$ cat config.mk
export PLATFORM = sky130hd
export DESIGN_NAME = branch_redirect_ctrl
export DESIGN_NICKNAME = d
export VERILOG_FILES = /design/src/rtl/branch_redirect_ctrl.sv
export SDC_FILE = /design/constraint.sdc
export NUM_CORES = 1
export LEC_CHECK = 0
export ABC_AREA = 1
export BUFFER_PORTS_ARGS = -buffer_cell sky130_fd_sc_hd__buf_2
export CAP_MARGIN = 20
export CORE_MARGIN = 2
export CORE_UTILIZATION = 50
export DETAILED_ROUTE_END_ITERATION = 7
export PLACE_DENSITY = 0.76
export SLEW_MARGIN = 20
export SYNTH_ARGS = -nofsm -noshare
export SYNTH_HDL_FRONTEND = slang
export SYNTH_SLANG_ARGS = --single-unit
$ cat constraint.sdc
create_clock -name clk -period 9.95 [get_ports clk]
set_input_delay 1.4925 -clock clk [delete_from_list [all_inputs] [get_ports clk]]
set_output_delay 1.4925 -clock clk [all_outputs]
set_load 0.02 [all_outputs]
$ cat src/rtl/branch_redirect_ctrl.sv
// Branch redirect controller: after a branch/jump resolves in EX, issues a held
// PC redirect to fetch (valid/ready), flushes wrong-path IF/ID and ID/EX
// contents, drains in-flight IROM responses, and counts branches.
//
// Ports:
//   clk, rst                 clock, async active-high reset
//   ex_valid, ex_is_branch   EX holds a valid branch/jump instruction
//   ex_taken, ex_target      EX evaluator decision and target
//   redir_valid, redir_pc    registered redirect request to fetch
//   redir_ready              fetch accepts the redirect
//   flush_if_id, flush_id_ex combinational pipeline kills
//   target_misaligned        combinational pulse on a taken target with [1:0] != 0
//   busy                     controller not idle; ID must not issue
//   br_cnt, taken_cnt        saturating statistics counters
module branch_redirect_ctrl #(
  parameter int unsigned FLUSH_CYCLES = 1,
  parameter int unsigned CNT_W        = 32
) (
  input  logic             clk,
  input  logic             rst,
  input  logic             ex_valid,
  input  logic             ex_is_branch,
  input  logic             ex_taken,
  input  logic [31:0]      ex_target,
  output logic             redir_valid,
  output logic [31:0]      redir_pc,
  input  logic             redir_ready,
  output logic             flush_if_id,
  output logic             flush_id_ex,
  output logic             target_misaligned,
  output logic             busy,
  output logic [CNT_W-1:0] br_cnt,
  output logic [CNT_W-1:0] taken_cnt
);

  localparam int unsigned DRAIN_W = 4;

  typedef enum logic [1:0] {
    IDLE  = 2'd0,
    REQ   = 2'd1,
    DRAIN = 2'd2
  } state_e;

  state_e             state_q, state_d;
  logic               redir_valid_q, redir_valid_d;
  logic [31:0]        redir_pc_q, redir_pc_d;
  logic [CNT_W-1:0]   br_cnt_q, br_cnt_d;
  logic [CNT_W-1:0]   taken_cnt_q, taken_cnt_d;
  logic [DRAIN_W-1:0] drain_q, drain_d;
  logic               resolve;

  assign resolve = ex_valid & ex_is_branch;

  // State and datapath registers
  always_ff @(posedge clk or posedge rst) begin
    if (rst) begin
      state_q       <= IDLE;
      redir_valid_q <= 1'b0;
      redir_pc_q    <= 32'd0;
      br_cnt_q      <= '0;
      taken_cnt_q   <= '0;
      drain_q       <= '0;
    end else begin
      state_q       <= state_d;
      redir_valid_q <= redir_valid_d;
      redir_pc_q    <= redir_pc_d;
      br_cnt_q      <= br_cnt_d;
      taken_cnt_q   <= taken_cnt_d;
      drain_q       <= drain_d;
    end
  end

  // Next-state, counters and combinational flush outputs
  always_comb begin
    state_d           = state_q;
    redir_valid_d     = redir_valid_q;
    redir_pc_d        = redir_pc_q;
    br_cnt_d          = br_cnt_q;
    taken_cnt_d       = taken_cnt_q;
    drain_d           = drain_q;
    flush_if_id       = 1'b0;
    flush_id_ex       = 1'b0;
    target_misaligned = 1'b0;

    case (state_q)
      IDLE: begin
        if (resolve) begin
          if (br_cnt_q != {CNT_W{1'b1}}) br_cnt_d = br_cnt_q + CNT_W'(1);
          if (ex_taken) begin
            if (taken_cnt_q != {CNT_W{1'b1}}) taken_cnt_d = taken_cnt_q + CNT_W'(1);
            flush_if_id       = 1'b1;
            flush_id_ex       = 1'b1;
            target_misaligned = |ex_target[1:0];
            redir_pc_d        = {ex_target[31:2], 2'b00};
            redir_valid_d     = 1'b1;
            state_d           = REQ;
          end
        end
      end
      REQ: begin
        flush_if_id = 1'b1;
        flush_id_ex = 1'b1;
        if (redir_ready) begin
          redir_valid_d = 1'b0;
          if (FLUSH_CYCLES == 0) begin
            state_d = IDLE;
          end else begin
            drain_d = DRAIN_W'(FLUSH_CYCLES);
            state_d = DRAIN;
          end
        end
      end
      DRAIN: begin
        // Late IROM responses still land in IF/ID; ID/EX is already clean.
        flush_if_id = 1'b1;
        if (drain_q <= DRAIN_W'(1)) begin
          drain_d = '0;
          state_d = IDLE;
        end else begin
          drain_d = drain_q - DRAIN_W'(1);
        end
      end
      default: begin
        state_d       = IDLE;
        redir_valid_d = 1'b0;
      end
    endcase
  end

  assign redir_valid = redir_valid_q;
  assign redir_pc    = redir_pc_q;
  assign br_cnt      = br_cnt_q;
  assign taken_cnt   = taken_cnt_q;
  assign busy        = (state_q != IDLE);

endmodule

==> impl_metrics.prom <==
# TYPE chip_impl_metric gauge
chip_impl_metric{name="grt-ovfl-total",unit=""} 0
chip_impl_metric{name="syn_to_final_growth",unit="%"} 18.4
chip_impl_metric{name="synth_async_sr_flop_share",unit=""} 1.00
chip_impl_metric{name="synth_seq_area_share",unit=""} 0.435
chip_impl_metric{name="syn_inst",unit=""} 855
chip_impl_metric{name="cts-buffers-inserted",unit=""} 9
chip_impl_metric{name="antenna-diode-count",unit=""} 0
chip_impl_metric{name="max_slew_margin",unit=""} 0.366
chip_impl_metric{name="max-cap-violations",unit=""} 0
chip_impl_metric{name="grt_first_pass_wirelength",unit="microns"} 23400
chip_impl_metric{name="antenna_violating_nets_post_route",unit=""} 0
chip_impl_metric{name="gp_congestion",unit=""} 0.905
chip_impl_info{name="holdCritPathClass",value="flop to flop"} 1
chip_impl_info{name="worst_setup_path_end_kind",value="output port"} 1
chip_impl_metric{name="post-route-min-period",unit="ps"} 4630
chip_impl_metric{name="static-leakage-power",unit="nW"} 3.60
chip_impl_metric{name="std_cell_rows",unit=""} 39
chip_impl_metric{name="final.period_utilization",unit=""} 0.465
chip_impl_metric{name="dpl_worst_slack",unit="ps"} 5300
chip_impl_metric{name="grt.met2_usage",unit=""} 0.373
chip_impl_info{name="grt_most_used_layer",value="met2"} 1
chip_impl_metric{name="worst_ir_drop_vdd",unit="mV"} 0.122
chip_impl_metric{name="ys_seq_elements",unit=""} 101
chip_impl_metric{name="totalNegativeSetupSlack",unit="ps"} 0
chip_impl_metric{name="fin_area",unit="sq mm"} 0.00688
chip_impl_metric{name="detailed_place.area",unit="sq mm"} 0.00659
chip_impl_info{name="cp_launch_type",value="input port"} 1
chip_impl_metric{name="globalRouteTotalUtil",unit=""} 0.229
chip_impl_metric{name="clk_latency",unit="ps"} 360
chip_impl_metric{name="num_io_pins",unit=""} 139
chip_impl_metric{name="grt_antenna_before_repair",unit=""} 0
chip_impl_metric{name="cts-resized-gates",unit=""} 0
chip_impl_metric{name="cts_htree_levels",unit=""} 3
chip_impl_metric{name="floorplan.core_area",unit="sq mm"} 0.0114
chip_impl_metric{name="ys.warnings.count",unit=""} 0
chip_impl_metric{name="drc_errors",unit=""} 0
chip_impl_metric{name="detailroute.via_count",unit=""} 5491
chip_impl_info{name="cts_tree",value="yes"} 1
chip_impl_metric{name="synth-edff-count",unit=""} 0
chip_impl_metric{name="post_cts.repair.setup_buffers",unit=""} 0
chip_impl_info{name="synth.largest_area_cell",value="sky130_fd_sc_hd__dfrtp_1"} 1
chip_impl_metric{name="post_route_cells_drive_above_1_share",unit=""} 0.174
chip_impl_metric{name="route.detailed.vias_per_inst",unit=""} 4.84
chip_impl_metric{name="drt-initial-drc-count",unit=""} 236
chip_impl_metric{name="worst-endpoint-required",unit="ps"} 8460
chip_impl_metric{name="detail_route.first_pass.iterations",unit=""} 5
chip_impl_metric{name="synth.lib_cells_used.distinct",unit=""} 29
chip_impl_metric{name="width_of_the_die",unit="microns"} 112
chip_impl_metric{name="cts.reportedPaths.clkPinSlew",unit="ps"} 70
chip_impl_metric{name="timing_worst_slew_pin_value",unit="ps"} 948
chip_impl_metric{name="hold_viol",unit=""} 0
chip_impl_metric{name="die_h",unit="microns"} 112
chip_impl_metric{name="start_util",unit=""} 0.511
chip_impl_info{name="ys_top_cells_by_count",value="sky130_fd_sc_hd__nand2_1, sky130_fd_sc_hd__nor2_1, sky130_fd_sc_hd__dfrtp_1"} 1
chip_impl_metric{name="setup_viol",unit=""} 0
chip_impl_metric{name="grt_start_max_net_pins",unit=""} 85
chip_impl_info{name="status",value="finished clean"} 1
chip_impl_metric{name="setup_slack",unit="ps"} 5320
chip_impl_metric{name="detail_route.wirelength",unit="microns"} 13800
chip_impl_metric{name="grt_pass1_vias",unit=""} 5061
chip_impl_metric{name="finish.net_count",unit=""} 1033
chip_impl_info{name="synth.most_common_cell",value="sky130_fd_sc_hd__nand2_1"} 1
chip_impl_metric{name="average_instance_area_after_synthesis",unit="sq um"} 6.80
chip_impl_metric{name="multiInputGateArea",unit="sq mm"} 0.00291
chip_impl_metric{name="layout.filler_cells",unit=""} 1111
chip_impl_metric{name="power_density",unit="mW/mm^2"} 186
chip_impl_metric{name="use_met3",unit=""} 0.0414
chip_impl_metric{name="die_area",unit="sq mm"} 0.0125
chip_impl_metric{name="timing.critical_path.arrival",unit="ps"} 3140
chip_impl_metric{name="final_max_slew_viol_count",unit=""} 0
chip_impl_metric{name="timing.fmax",unit="MHz"} 216
chip_impl_metric{name="final-seq-area",unit="sq mm"} 0.00253
chip_impl_metric{name="synth.top_cell.area_share",unit=""} 0.435
chip_impl_metric{name="avgRoutedWirePerCell",unit="microns"} 12.2
chip_impl_metric{name="worstPathMaxFanout",unit=""} 43
chip_impl_metric{name="groute.layer.met1.usage",unit=""} 0.305
chip_impl_metric{name="cts_stage_hold_buffer_count",unit=""} 0
chip_impl_metric{name="post_synth_instance_area",unit="sq mm"} 0.00581
chip_impl_metric{name="detailed_place_hpwl",unit="microns"} 10400
chip_impl_metric{name="clock_tree_sinks",unit=""} 101
chip_impl_metric{name="clock_path_buffers",unit=""} 2
chip_impl_metric{name="port-buffer-count",unit=""} 136
chip_impl_info{name="setup_repair_after_global_routing_missed_its_margin",value="no"} 1
chip_impl_info{name="worst-setup-path-type",value="input port to output port"} 1
chip_impl_info{name="synthFlopType",value="sky130_fd_sc_hd__dfrtp_1"} 1
chip_impl_info{name="cts-root-buf",value="sky130_fd_sc_hd__clkbuf_16"} 1
chip_impl_metric{name="final.setup_skew",unit="ps"} 6.87
chip_impl_info{name="yosys-top-cells-area",value="sky130_fd_sc_hd__dfrtp_1, sky130_fd_sc_hd__nand2_1, sky130_fd_sc_hd__nor2_1"} 1
## sequential cells by signal, indices dropped and copies added, names as in the netlist
register / flops
br_cnt: 32
taken_cnt: 32
redir_pc: 30
drain_q: 4
redir_valid: 1
state_q: 2
## kinds of logic (layout without fill, tap and decap cells)
| family | Yosys count | count (layout) | synth area share |
|---|---|---|---|
| other | 1 | 2 | 0.000645 |
| AOI/OAI and AO/OA | 22 | 22 | 0.0194 |
| and+or+nand+nor | 612 | 612 | 0.428 |
| adders and majority gates | 8 | 8 | 0.0172 |
| xor gates and xnor gates | 22 | 22 | 0.0331 |
| DFF | 101 | 101 | 0.435 |
| buffers and inverters | 89 | 225 | 0.0665 |
## final cells by class
cell class,count,share of cell area
timing repair buffer,138,0.102
clock buffer,10,0.0347
inverter,71,0.0395
sequential,101,0.367
tap,143,0.0260
clock inverter,6,0.00782
multi-input combinational,666,0.423
## report_power, final
group	internal [W]	leakage [nW]	total, W	switching (W)
registers	0.000490	1.34	0.000547	0.0000577
logic	0.000126	2.11	0.000385	0.000259
clock network	0.000181	0.147	0.000346	0.000165
## per-stage QoR
stage               power, W  hold WS (ps)  utilization  cells
detailed placement  0.000945           457        0.579   1119
floorplan           0.000812           474            -    856
global route         0.00136           499        0.605   1135
CTS                  0.00130           476        0.605   1135
finish               0.00128           471        0.605   1135
global placement    0.000937           454        0.579   1119
## critical path: stages
cell and delay, ps:
sky130_fd_sc_hd__buf_2 90, sky130_fd_sc_hd__nand2_1 90, sky130_fd_sc_hd__nor2_4 740, sky130_fd_sc_hd__inv_1 140, sky130_fd_sc_hd__buf_4 280, sky130_fd_sc_hd__nor2_1 120
sky130_fd_sc_hd__buf_2 170
## per-layer routing
metal | part of all wire | wire length [microns] | vias to the layer above
li1 | - | - | 2881
met1 | 0.47 | 6530 | 2472
met2 | 0.46 | 6430 | 130
met3 | 0.057 | 790 | 8
met4 | 0.0058 | 80 | 0
met5 | 0 | 0 | -
## worst paths after layout
| check | slack, ps | endpoint | cells after the start | start |
|---|---|---|---|---|
| hold / removal | 470 | redir_pc[4] | 2 | redir_pc[4] |
| setup reg to reg | 7440 | taken_cnt[23] | 8 | state_q[0] |
| max in group asynchronous | 7900 | taken_cnt[14] | 3 | rst |
| min in group asynchronous | 1060 | br_cnt[8] | 2 | rst |
| hold reg to reg | 470 | redir_pc[4] | 2 | redir_pc[4] |
| setup / recovery | 5320 | target_misaligned | 7 | ex_valid |
## cells in the final DEF (no fill, tap or decap), drive strengths merged, types with 3 or more instances in the layout
master  instances
nor2          124
buf           138
dfrtp         101
o21ai          13
xor2           11
clkinv          3
nand4          16
nand2         422
xnor2          11
a21oi           8
inv            74
ha              8
nand3b          6
clkbuf         10
nand3          40
Note: power is estimated with default switching activity, not from simulation.
